===== config.mk =====
export PLATFORM = sky130hd
export DESIGN_NAME = m_led_uart_reporter
export DESIGN_NICKNAME = d
export VERILOG_FILES = /design/src/rtl/m_led_uart_reporter.sv
export SDC_FILE = /design/constraint.sdc
export NUM_CORES = 1
export LEC_CHECK = 0
export CORE_MARGIN = 3
export CORE_UTILIZATION = 60
export DETAILED_ROUTE_END_ITERATION = 8
export GPL_ROUTABILITY_DRIVEN = 1
export PLACE_DENSITY = 0.81
export RECOVER_POWER = 50
export SLEW_MARGIN = 25
export SYNTH_ARGS = -nofsm -noshare
export SYNTH_HDL_FRONTEND = slang
export SYNTH_SLANG_ARGS = --single-unit

===== constraint.sdc =====
create_clock -name w_clk -period 5 [get_ports w_clk]
set_input_delay 0.5 -clock w_clk [delete_from_list [all_inputs] [get_ports w_clk]]
set_output_delay 0.5 -clock w_clk [all_outputs]
set_load 0.05 [all_outputs]

===== src/rtl/m_led_uart_reporter.sv =====
// Reports every change of the processor result bus as "XXXXXXXX\r\n" over an 8N1 UART line.
// Holds one pending value while a frame is in flight, so only the newest unsent value survives.
module m_led_uart_reporter #(
  parameter int CLKS_PER_BIT = 868
) (
  input  logic        w_clk,
  input  logic        w_rst,
  input  logic        w_ce,
  input  logic [31:0] w_data,
  output logic        w_txd,
  output logic        w_busy,
  output logic        w_ovf
);

  localparam int TW = $clog2(CLKS_PER_BIT);

  typedef enum logic [1:0] {S_IDLE, S_START, S_DATA, S_STOP} t_state;

  t_state        r_state, w_stateNext;
  logic [31:0]   r_last, w_lastNext;
  logic [31:0]   r_snap, w_snapNext;
  logic [31:0]   r_pend, w_pendNext;
  logic          r_pendValid, w_pendValidNext;
  logic [3:0]    r_charIdx, w_charIdxNext;
  logic [2:0]    r_bitIdx, w_bitIdxNext;
  logic [TW-1:0] r_timer, w_timerNext;
  logic          r_txd, w_txdNext;
  logic          r_busy, w_busyNext;
  logic          r_ovf, w_ovfNext;

  logic          w_capture;
  logic          w_bitEnd;
  logic          w_frameEnd;
  logic [31:0]   w_shifted;
  logic [3:0]    w_nib;
  logic [7:0]    w_char;
  logic [2:0]    w_bitIdxInc;

  assign w_capture   = w_ce && (w_data != r_last);
  assign w_bitEnd    = (r_timer == TW'(CLKS_PER_BIT - 1));
  assign w_frameEnd  = (r_state == S_STOP) && w_bitEnd && (r_charIdx == 4'd9);
  assign w_bitIdxInc = r_bitIdx + 3'd1;

  // Chars 0..7 walk the snapshot nibbles MSB first; chars 8 and 9 are CR LF.
  assign w_shifted = r_snap << {r_charIdx[2:0], 2'b00};
  assign w_nib     = w_shifted[31:28];

  always_comb begin
    w_char = 8'h0A;
    if (r_charIdx == 4'd8)
      w_char = 8'h0D;
    else if (r_charIdx < 4'd8)
      w_char = (w_nib < 4'd10) ? (8'h30 + {4'h0, w_nib}) : (8'h37 + {4'h0, w_nib});
  end

  always_ff @(posedge w_clk) begin
    if (w_rst) begin
      r_state     <= S_IDLE;
      r_last      <= '0;
      r_snap      <= '0;
      r_pend      <= '0;
      r_pendValid <= 1'b0;
      r_charIdx   <= '0;
      r_bitIdx    <= '0;
      r_timer     <= '0;
      r_txd       <= 1'b1;
      r_busy      <= 1'b0;
      r_ovf       <= 1'b0;
    end else begin
      r_state     <= w_stateNext;
      r_last      <= w_lastNext;
      r_snap      <= w_snapNext;
      r_pend      <= w_pendNext;
      r_pendValid <= w_pendValidNext;
      r_charIdx   <= w_charIdxNext;
      r_bitIdx    <= w_bitIdxNext;
      r_timer     <= w_timerNext;
      r_txd       <= w_txdNext;
      r_busy      <= w_busyNext;
      r_ovf       <= w_ovfNext;
    end
  end

  always_comb begin
    w_stateNext     = r_state;
    w_lastNext      = w_capture ? w_data : r_last;
    w_snapNext      = r_snap;
    w_pendNext      = r_pend;
    w_pendValidNext = r_pendValid;
    w_charIdxNext   = r_charIdx;
    w_bitIdxNext    = r_bitIdx;
    w_timerNext     = r_timer;
    w_txdNext       = r_txd;
    w_busyNext      = r_busy;
    w_ovfNext       = r_ovf;

    if (r_state != S_IDLE)
      w_timerNext = w_bitEnd ? '0 : r_timer + 1'b1;

    case (r_state)
      S_IDLE: begin
        if (w_capture) begin
          w_snapNext    = w_data;
          w_stateNext   = S_START;
          w_txdNext     = 1'b0;
          w_busyNext    = 1'b1;
          w_charIdxNext = '0;
          w_timerNext   = '0;
        end
      end
      S_START: begin
        if (w_bitEnd) begin
          w_stateNext  = S_DATA;
          w_bitIdxNext = '0;
          w_txdNext    = w_char[0];
        end
      end
      S_DATA: begin
        if (w_bitEnd) begin
          if (r_bitIdx == 3'd7) begin
            w_stateNext = S_STOP;
            w_txdNext   = 1'b1;
          end else begin
            w_bitIdxNext = w_bitIdxInc;
            w_txdNext    = w_char[w_bitIdxInc];
          end
        end
      end
      S_STOP: begin
        if (w_bitEnd) begin
          if (r_charIdx != 4'd9) begin
            w_charIdxNext = r_charIdx + 4'd1;
            w_stateNext   = S_START;
            w_txdNext     = 1'b0;
          end else if (r_pendValid || w_capture) begin
            w_snapNext      = r_pendValid ? r_pend : w_data;
            w_pendValidNext = 1'b0;
            w_charIdxNext   = '0;
            w_stateNext     = S_START;
            w_txdNext       = 1'b0;
          end else begin
            w_stateNext = S_IDLE;
            w_busyNext  = 1'b0;
          end
        end
      end
      default: w_stateNext = S_IDLE;
    endcase

    // At frame end the old pending value has just been consumed, so replacing it is not an overwrite.
    if (w_capture && (r_state != S_IDLE)) begin
      if (!w_frameEnd) begin
        w_pendNext      = w_data;
        w_pendValidNext = 1'b1;
        if (r_pendValid)
          w_ovfNext = 1'b1;
      end else if (r_pendValid) begin
        w_pendNext      = w_data;
        w_pendValidNext = 1'b1;
      end
    end
  end

  assign w_txd  = r_txd;
  assign w_busy = r_busy;
  assign w_ovf  = r_ovf;

endmodule

==> results of run 1 <==
[cell type report]
cell class	count	area [um2]	area share
multi-input cells	468	3190	0.469
flip-flops and latches	119	2380	0.350
repair buffers	42	407	0.0597
inverters	11	41.3	0.00606
well taps	129	161	0.0237
clock buffers	22	483	0.0709
clock inverters	8	144	0.0211
[Yosys cell counts, types with 2 or more instances]
master,n
mux4_2,2
or3_1,3
mux2i_1,69
nor2_1,113
nand3_1,38
mux4_1,6
nand2_1,44
a22oi_1,2
nor3_1,6
dfxtp_1,119
or2_2,2
and3_1,5
o21ai_0,9
o41ai_1,2
and2_1,2
nand3b_1,6
buf_2,14
nand4_1,10
xnor2_1,4
ha_1,11
nor2b_1,2
a2111oi_1,2
a311oi_1,32
o21a_1,2
a21oi_1,21
a211oi_1,5
buf_6,2
nor4_1,9
xor2_1,33
nand2b_1,7
inv_2,2
clkbuf_1,29
a21oi_2,2
inv_1,9
o21ai_1,2
[power groups by stage]
| stage | clock network, mW | logic (mW) | registers (mW) |
|---|---|---|---|
| CTS | 1.29 | 1.18 | 1.31 |
| finish | 1.28 | 1.17 | 1.32 |
| global placement | 0 | 1.12 | 1.32 |
| detailed placement | 0 | 1.16 | 1.33 |
| global route | 1.34 | 1.30 | 1.34 |
| floorplan | 0 | 0.910 | 1.29 |
[state kept, by name, indices dropped and copies added (netlist names), 2 cells and up]
name	cells
r_timer	10
r_snap	32
r_state	2
r_bitIdx	3
r_pend	32
r_charIdx	4
r_last	32
[routing by layer]
layer | vias to the layer above | GRT usage | wire, um
met4 | 0 | 0.115 | 450
met5 | - | 0 | 0
met2 | 134 | 0.467 | 7390
met3 | 42 | 0.0615 | 627
met1 | 2350 | 0.325 | 6040
li1 | 2322 | - | -
[how the worst max path moves through the flow]
stage | endpoint | depth (start not counted) | start | slack [ns]
2_1_floorplan | w_txd | 8 | r_charIdx[0] | 2.54
3_3_place_gp | r_last[11] | 8 | w_data[29] | 1.64
3_5_place_dp | r_last[20] | 8 | w_data[29] | 1.61
4_1_cts | w_txd | 7 | r_charIdx[0] | 1.74
5_1_grt | r_pend[29] | 9 | w_data[29] | 1.05
6_report | r_pend[29] | 9 | w_data[29] | 1.21
[worst min-delay path: cells and delay by family, from the launching register on]
kind	cells	cell delay, ns
AOI/OAI and AO/OA	1	0.05
DFF	1	0.31
and+or+nand+nor	1	0.05
[logic make-up after synthesis]
logic type,after synthesis,share of synthesized area
AO/OA/AOI/OAI,87,0.108
AND/OR/NAND/NOR,253,0.198
multiplexers,80,0.162
XOR/XNOR,37,0.0557
buffers and inverters,57,0.0430
flip-flops,119,0.409
adder cells (fa/ha/maj),11,0.0237
[stage by stage]
step                      instances  area (um2)  power (mW)   util
after global placement          769        6200        2.43  0.665
after global routing            799        6810        3.97  0.730
after CTS                       799        6830        3.79  0.733
after floorplan                 644        5820        2.20      -
after detailed placement        769        6210        2.49  0.665
final                           799        6810        3.78  0.730
==> impl_metrics.env, run 1 <==
export IMPL_synth_seq_cells=119
export IMPL_synthFlopType="dfxtp_1"
export IMPL_start_util=0.624
export IMPL_hold_viol=0
export IMPL_p_int_mw=2.50
export IMPL_synth_area_um2=5820
export IMPL_clockPowerShare=0.339
export IMPL_r2r_end="r_pend[29]"
export IMPL_min_path_type="reg -> reg"
export IMPL_violations="max-capacitance violations, max-slew violations"
export IMPL_path_cells="dlygate4sd3_1 > xor2_1 > nor4_1 > nand4_1 > o21ai_4 > nor3_1 > buf_4 > mux2i_1 > nor2_1"
export IMPL_cts_sinks=119
export IMPL_start_kind="primary input"
export IMPL_p_leak_nw=2.74
export IMPL_async_flop_share=0
export IMPL_htreeDepth=4
export IMPL_slowest_delay_ns=1.24
export IMPL_cts_tree="yes"
export IMPL_power_density_nw_per_um2=555
export IMPL_dieArea_um2=10900
export IMPL_drc=0
export IMPL_clock_path_buffers=2
export IMPL_drtAntennaViolNets=0
export IMPL_viasPerCell=6.07
export IMPL_p_sw_mw=1.28
export IMPL_synth_seq_area_share=0.409
export IMPL_yosysTopAreaCell="dfxtp_1"
export IMPL_num_antenna_cells=0
export IMPL_crit_family="simple AND/OR/NAND/NOR gates"
export IMPL_die_h_um=104
export IMPL_worstReg2RegStart="r_last[29]"
export IMPL_drtIter0Drc=294
export IMPL_maxSlewViolCount=11
export IMPL_wl_mm=14.5
export IMPL_die_x_um=104
export IMPL_p_sw_frac=0.339
export IMPL_vdd_drop_max_v=0.000330
export IMPL_min_delay_start="r_bitIdx[2]"
export IMPL_worst_path_max_delay_cell="nor3_1"
export IMPL_syn_inst=644
export IMPL_rsz0062_at_grt="no"
export IMPL_cts_buffers=17
export IMPL_core_area_um2=9330
export IMPL_crit_arrival_ns=4.16
export IMPL_crit_required_ns=5.38
export IMPL_grt_pass1_wl_mm=23.7
export IMPL_drive_gt1_frac=0.0731
export IMPL_combPwrFrac=0.311
export IMPL_worst_setup_path_end_kind="flop"
export IMPL_post_route_min_period_ns=3.79
export IMPL_slew_headroom=-0.0416
export IMPL_min_to="r_bitIdx[2]"
export IMPL_worstSetupPathType="in -> reg"
export IMPL_rows=35
export IMPL_clock_latency_ns=0.52
export IMPL_grt_max_degree=118
export IMPL_worstMarginPinSlew_ns=1.55
export IMPL_reg2reg_slack_ns=1.51
export IMPL_wl_per_cell_um=18.1
export IMPL_io_pins=38
export IMPL_vias=4848
export IMPL_crit_buf_inv=2
export IMPL_path_clk_slew_ns=0.06
export IMPL_clockRootBuffer="clkbuf_8"
export IMPL_layout_common_cells="dfxtp_1, nor2_1, mux2i_1"
export IMPL_final_common_cell="dfxtp_1"
export IMPL_post_route_period_util=0.757
export IMPL_worst_slack_ns=1.21
export IMPL_gp_congestion=0.801
export IMPL_first_global_vias=4729
export IMPL_cts_setup_buffers=0
export IMPL_hold_buffers=0
export IMPL_status="complete, but fails checks"
export IMPL_synth_distinct_cells=53
export IMPL_setup_tns_final_ns=0
export IMPL_io_buffers=37
export IMPL_whs_ns=0.464
export IMPL_cts_resized=0
export IMPL_synth_avg_cell_area_um2=9.03
export IMPL_netlist_area_leader_share=0.409
export IMPL_yosys_top_cells_area="dfxtp_1, mux2i_1, nor2_1"
export IMPL_worstPathMaxFanout=24
export IMPL_yosys_warnings=0
export IMPL_finClkSkew_ns=0.00779
export IMPL_max_freq_mhz=264
export IMPL_max_cap_violations=1
export IMPL_syn_nets=690
export IMPL_drtPass1Iterations=5
export IMPL_grt_overflow=0
export IMPL_min_path_cells=2
export IMPL_finalSetupViolations=0
export IMPL_antenna_found_initial=0
export IMPL_areaGrowthSynthToFinish_pct=17.0
export IMPL_grtUsageTotal=0.271
export IMPL_dp_hpwl_mm=9.06
export IMPL_nets=705
export IMPL_synth_edff_count=0
export IMPL_power_frac_seq=0.349
export IMPL_r2r_cells=8
export IMPL_fillers=703
export IMPL_pre_cts_slack_ns=1.61
No activity file was read; power rests on OpenSTA's default activity.
==> inputs of run 2 (changes only) <==
--- a/config.mk
+++ b/config.mk
@@ -6,10 +6,10 @@
 export NUM_CORES = 1
 export LEC_CHECK = 0
 export CORE_MARGIN = 3
-export CORE_UTILIZATION = 60
+export CORE_UTILIZATION = 59
 export DETAILED_ROUTE_END_ITERATION = 8
 export GPL_ROUTABILITY_DRIVEN = 1
-export PLACE_DENSITY = 0.81
+export PLACE_DENSITY = 0.8
 export RECOVER_POWER = 50
 export SLEW_MARGIN = 25
 export SYNTH_ARGS = -nofsm -noshare
==> constraint.sdc (replaced) <==
create_clock -name w_clk -period 3.7 [get_ports w_clk]
set_input_delay 0.37 -clock w_clk [delete_from_list [all_inputs] [get_ports w_clk]]
set_output_delay 0.37 -clock w_clk [all_outputs]
set_load 0.05 [all_outputs]
==> run 2 against run 1 <==
Against the previous run: the flow now finishes without violations; register-to-register slack worse by 0.82 ns; die area up 1.6%; clock power up 31%; count of clock-buffer cells in the layout down 5; clock skew down 0.0011 ns; worst setup slack worse by 0.73 ns; critical endpoint is now r_charIdx[0]; largest cell class unchanged; largest power group unchanged; highest routed layer unchanged.
==> impl_metrics.env, run 2 (synthesized netlist as in run 1, its figures left out) <==
export IMPL_vdd_drop_max_v=0.000478
export IMPL_start_kind="primary input"
export IMPL_path_clk_slew_ns=0.06
export IMPL_critical_path_most_common_cell="a21oi_1"
export IMPL_crit_family="buffers and inverters"
export IMPL_crit_required_ns=4.15
export IMPL_finClkSkew_ns=0.00672
export IMPL_post_route_min_period_ns=3.22
export IMPL_min_path_type="in -> reg"
export IMPL_worst_setup_path_end_kind="flop"
export IMPL_final_common_cell="dfxtp_1"
export IMPL_crit_arrival_ns=3.66
export IMPL_rsz0062_at_grt="no"
export IMPL_antenna_found_initial=0
export IMPL_die_x_um=105
export IMPL_cts_setup_buffers=0
export IMPL_postPlaceCellArea_um2=6230
export IMPL_nets=709
export IMPL_grtUsageTotal=0.270
export IMPL_grt_max_degree=81
export IMPL_max_freq_mhz=311
export IMPL_gp_congestion=0.814
export IMPL_worst_path_max_delay_cell="clkbuf_2"
export IMPL_slew_headroom=0.346
export IMPL_wl_per_cell_um=17.6
export IMPL_vias=4826
export IMPL_setup_tns_final_ns=0
export IMPL_post_route_period_util=0.869
export IMPL_clockRootBuffer="clkbuf_8"
export IMPL_drc=0
export IMPL_dp_hpwl_mm=9.29
export IMPL_die_h_um=105
export IMPL_dp_cells=772
export IMPL_reg2reg_slack_ns=0.69
export IMPL_io_buffers=37
export IMPL_rows=35
export IMPL_worst_slack_ns=0.484
export IMPL_start_util=0.618
export IMPL_hold_buffers=0
export IMPL_layout_common_cells="dfxtp_1, nor2_1, mux2i_1"
export IMPL_hold_viol=0
export IMPL_final_cell_area_um2=6850
export IMPL_drtPass1Iterations=5
export IMPL_clock_path_buffers=2
export IMPL_worstSetupPathType="in -> reg"
export IMPL_io_pins=38
export IMPL_cts_buffers=17
export IMPL_maxSlewViolCount=0
export IMPL_fin_total_pwr_mw=5.11
export IMPL_first_global_vias=4906
export IMPL_worstPathMaxFanout=24
export IMPL_cts_tree="yes"
export IMPL_core_area_um2=9420
export IMPL_drtAntennaViolNets=0
export IMPL_max_cap_violations=0
export IMPL_areaGrowthSynthToFinish_pct=17.7
export IMPL_status="completed"
export IMPL_htreeDepth=4
export IMPL_cts_resized=0
export IMPL_num_antenna_cells=0
export IMPL_stdcell_count=805
export IMPL_clock_latency_ns=0.53
export IMPL_finalSetupViolations=0
export IMPL_dieArea_um2=11100
export IMPL_pre_cts_slack_ns=0.280
export IMPL_worstMarginPinSlew_ns=0.972
export IMPL_grt_pass1_wl_mm=23.8
export IMPL_cts_sinks=119
export IMPL_grt_overflow=0
export IMPL_drtIter0Drc=296
export IMPL_drive_gt1_frac=0.0814
export IMPL_viasPerCell=6.00
export IMPL_slowest_delay_ns=0.71
export IMPL_power_density_nw_per_um2=746
export IMPL_crit_buf_inv=2
export IMPL_top_regs="r_last: 32 flops, r_pend: 32 flops, r_snap: 32 flops"
export IMPL_p_leak_nw=2.75
export IMPL_path_cells="dlygate4sd3_1 > xor2_1 > nor4_1 > nand4_1 > o21ai_4 > clkbuf_2 > a21oi_1 > or2b_1 > a21oi_1"
export IMPL_wl_mm=14.2
==> run 2: cell types whose count changed in the layout (fill, tap and decap cells not counted), sizes merged <==
cell and change:
bufinv -1, clkdlybuf4s50 +1, clkbuf -4, dlygate4sd3 -1, inv +5, buf +3
clkinv +2, clkinvlp +1
==> run 2: report_power, final <==
| part | switching (mW) | internal, mW | leakage, nW |
|---|---|---|---|
| logic | 0.984 | 0.668 | 1.47 |
| clock network | 0.636 | 1.04 | 0.296 |
| registers | 0.199 | 1.58 | 0.977 |
==> run 2: metrics by stage <==
step,hold slack (ns),util
floorplan,0.436,-
global placement,0.446,0.661
detailed placement,0.456,0.661
CTS,0.403,0.726
global route,0.455,0.728
finish,0.408,0.728
==> run 2: final timing paths <==
kind                     from  cells past startpoint      endpoint
setup / recovery   w_data[25]                      9  r_charIdx[0]
hold / removal          w_rst                      2         w_ovf
setup reg to reg   r_last[10]                      8  r_charIdx[0]
hold reg to reg   r_bitIdx[1]                      2   r_bitIdx[1]
==> run 2: cell type report <==
type / instances / area [um2]
Clock buffer: 17 / 414
Clock inverter: 15 / 193
Fill cell: 677 / 2560
Inverter: 11 / 41.3
Multi-Input combinational cell: 468 / 3210
Sequential cell: 119 / 2380
Tap cell: 129 / 161
Timing Repair Buffer: 46 / 449
==> run 2: layer usage <==
metal / vias up / routed length [um] / GRT usage
met5: - / 0 / 0
met2: 128 / 7100 / 0.456
li1: 2345 / - / -
met3: 38 / 675 / 0.0704
met4: 0 / 616 / 0.158
met1: 2315 / 5810 / 0.305
==> inputs of run 3 (changes only) <==
==> config.mk (replaced) <==
export PLATFORM = sky130hd
export DESIGN_NAME = m_led_uart_reporter
export DESIGN_NICKNAME = d
export VERILOG_FILES = /design/src/rtl/m_led_uart_reporter.sv
export SDC_FILE = /design/constraint.sdc
export NUM_CORES = 1
export LEC_CHECK = 0
export CELL_PAD_IN_SITES_DETAIL_PLACEMENT = 1
export CELL_PAD_IN_SITES_GLOBAL_PLACEMENT = 1
export CORE_MARGIN = 3
export CORE_UTILIZATION = 46
export DETAILED_ROUTE_END_ITERATION = 8
export GPL_ROUTABILITY_DRIVEN = 0
export PLACE_DENSITY_LB_ADDON = 0.1
export RECOVER_POWER = 50
export SYNTH_ARGS = -nofsm -noshare
export SYNTH_HDL_FRONTEND = slang
export SYNTH_SLANG_ARGS = --single-unit
==> run 3 against run 2 <==
Against the previous run: count of clock-buffer cells in the layout grew 4; total power is 0.63% lower; cell area up 0.24%; register-to-register slack got worse by 0.19 ns; combinational power about the same; highest routed layer unchanged; critical endpoint is now r_snap[27]; sequential power barely moved; sequential cell count unchanged; largest cell class unchanged.
==> impl_metrics.env, run 3 (synthesized netlist as in run 1, its figures left out) <==
export IMPL_postPlaceCellArea_um2=6300
export IMPL_cts_tree="yes"
export IMPL_wl_mm=16.0
export IMPL_layout_common_cells="dfxtp_1, nor2_1, mux2i_1"
export IMPL_drc=0
export IMPL_nets=710
export IMPL_max_freq_mhz=313
export IMPL_p_int_mw=3.25
export IMPL_top_regs="r_last: 32 flops, r_pend: 32 flops, r_snap: 32 flops"
export IMPL_max_cap_violations=0
export IMPL_p_sw_frac=0.361
export IMPL_cts_resized=0
export IMPL_crit_arrival_ns=3.51
export IMPL_hold_viol=0
export IMPL_die_h_um=118
export IMPL_hold_buffers=0
export IMPL_drtIter0Drc=294
export IMPL_min_path_type="reg -> reg"
export IMPL_status="completed"
export IMPL_die_x_um=118
export IMPL_grt_max_degree=89
export IMPL_p_sw_mw=1.83
export IMPL_num_antenna_cells=0
export IMPL_rows=40
export IMPL_cts_sinks=119
export IMPL_clock_path_buffers=2
export IMPL_vdd_drop_max_v=0.000362
export IMPL_drtPass1Iterations=4
export IMPL_power_frac_seq=0.354
export IMPL_fin_total_pwr_mw=5.08
export IMPL_routed_top_layer="met4"
export IMPL_rsz0062_at_grt="no"
export IMPL_start_kind="flop"
export IMPL_areaGrowthSynthToFinish_pct=18.0
export IMPL_clockPowerShare=0.321
export IMPL_final_cell_area_um2=6870
export IMPL_clockRootBuffer="clkbuf_16"
export IMPL_slew_headroom=0.296
export IMPL_core_area_um2=12200
export IMPL_wl_met3_um=440
export IMPL_grtUsageTotal=0.234
export IMPL_combPwrFrac=0.325
export IMPL_finalSetupViolations=0
export IMPL_maxSlewViolCount=0
export IMPL_worstSetupPathType="reg -> reg"
export IMPL_wl_per_cell_um=18.9
export IMPL_io_buffers=37
export IMPL_dieArea_um2=14000
export IMPL_crit_required_ns=4.02
export IMPL_post_route_period_util=0.864
export IMPL_antenna_found_initial=0
export IMPL_path_clk_slew_ns=0.06
export IMPL_post_route_min_period_ns=3.20
export IMPL_setup_tns_final_ns=0
export IMPL_drtAntennaViolNets=0
export IMPL_p_leak_nw=2.73
export IMPL_vias=4794
export IMPL_fillers=1414
export IMPL_start_util=0.476
export IMPL_cts_buffers=17
export IMPL_finClkSkew_ns=0.00743
export IMPL_cts_setup_buffers=0
export IMPL_power_density_nw_per_um2=739
export IMPL_drive_gt1_frac=0.0783
export IMPL_wl_met2_mm=8.13
export IMPL_fin_util=0.562
export IMPL_worstMarginPinSlew_ns=1.06
export IMPL_clock_latency_ns=0.42
export IMPL_grt_overflow=0
export IMPL_io_pins=38
export IMPL_worstPathMaxFanout=44
export IMPL_htreeDepth=4
export IMPL_viasPerCell=5.67
export IMPL_seqCellArea_um2=2380
export IMPL_wl_met1_mm=7.04
export IMPL_worst_setup_path_end_kind="flop"
export IMPL_multi_input_area_um2=3200
export IMPL_grt_pass1_wl_mm=26.0
export IMPL_final_common_cell="dfxtp_1"
export IMPL_dp_hpwl_mm=10.4
export IMPL_first_global_vias=4996
-- run 3: cell types whose count changed in the layout (fill, tap and decap cells not counted), sizes merged --
cell and change:
buf +1, bufinv -1, inv -4, clkinv -1
clkinvlp +2, clkbuf +4
-- run 3: final cells by class --
| class | count | area share |
|---|---|---|
| clock buffers | 21 | 0.0671 |
| well taps | 168 | 0.0306 |
| flip-flops and latches | 119 | 0.347 |
| repair buffers | 47 | 0.0654 |
| inverters | 11 | 0.00601 |
| clock inverters | 11 | 0.0180 |
| multi-input cells | 468 | 0.466 |
-- run 3: final timing paths --
kind | startpoint | to | slack (ns) | cells past startpoint
worst min register to register | r_bitIdx[1] | r_bitIdx[1] | 0.46 | 2
worst min-delay path | r_bitIdx[1] | r_bitIdx[1] | 0.46 | 2
worst max-delay path | r_timer[3] | r_snap[27] | 0.50 | 8
worst max register to register | r_timer[3] | r_snap[27] | 0.50 | 8
-- run 3: critical path, cell delays in order (launching register included) --
cell and delay (ns):
dfxtp_1 0.33, or2_0 0.24, or4_1 0.65, a21oi_1 0.31
nand2_1 0.10, a21oi_2 0.77, buf_12 0.31, nor2_1 0.07
a311oi_1 0.29
-- run 3: routing by layer --
layer | GRT usage | up-vias
met2 | 0.409 | 79
li1 | - | 2326
met1 | 0.277 | 2359
met3 | 0.0488 | 30
met4 | 0.0970 | 0
met5 | 0 | -
-- run 3: power by group through the flow --
stage	Combinational [mW]	Sequential, mW	Clock, mW
6_report	1.65	1.80	1.63
5_1_grt	1.83	1.83	1.71
4_1_cts	1.67	1.80	1.66
3_5_place_dp	1.64	1.82	0
3_3_place_gp	1.58	1.81	0
2_1_floorplan	1.23	1.75	0
-- run 3: through the flow --
stage | hold WS [ns] | instances | setup WS (ns)
floorplan | 0.436 | 644 | 1.24
global placement | 0.447 | 813 | 0.641
detailed placement | 0.450 | 813 | 0.578
CTS | 0.457 | 845 | 0.657
global route | 0.503 | 845 | 0.224
finish | 0.458 | 845 | 0.503
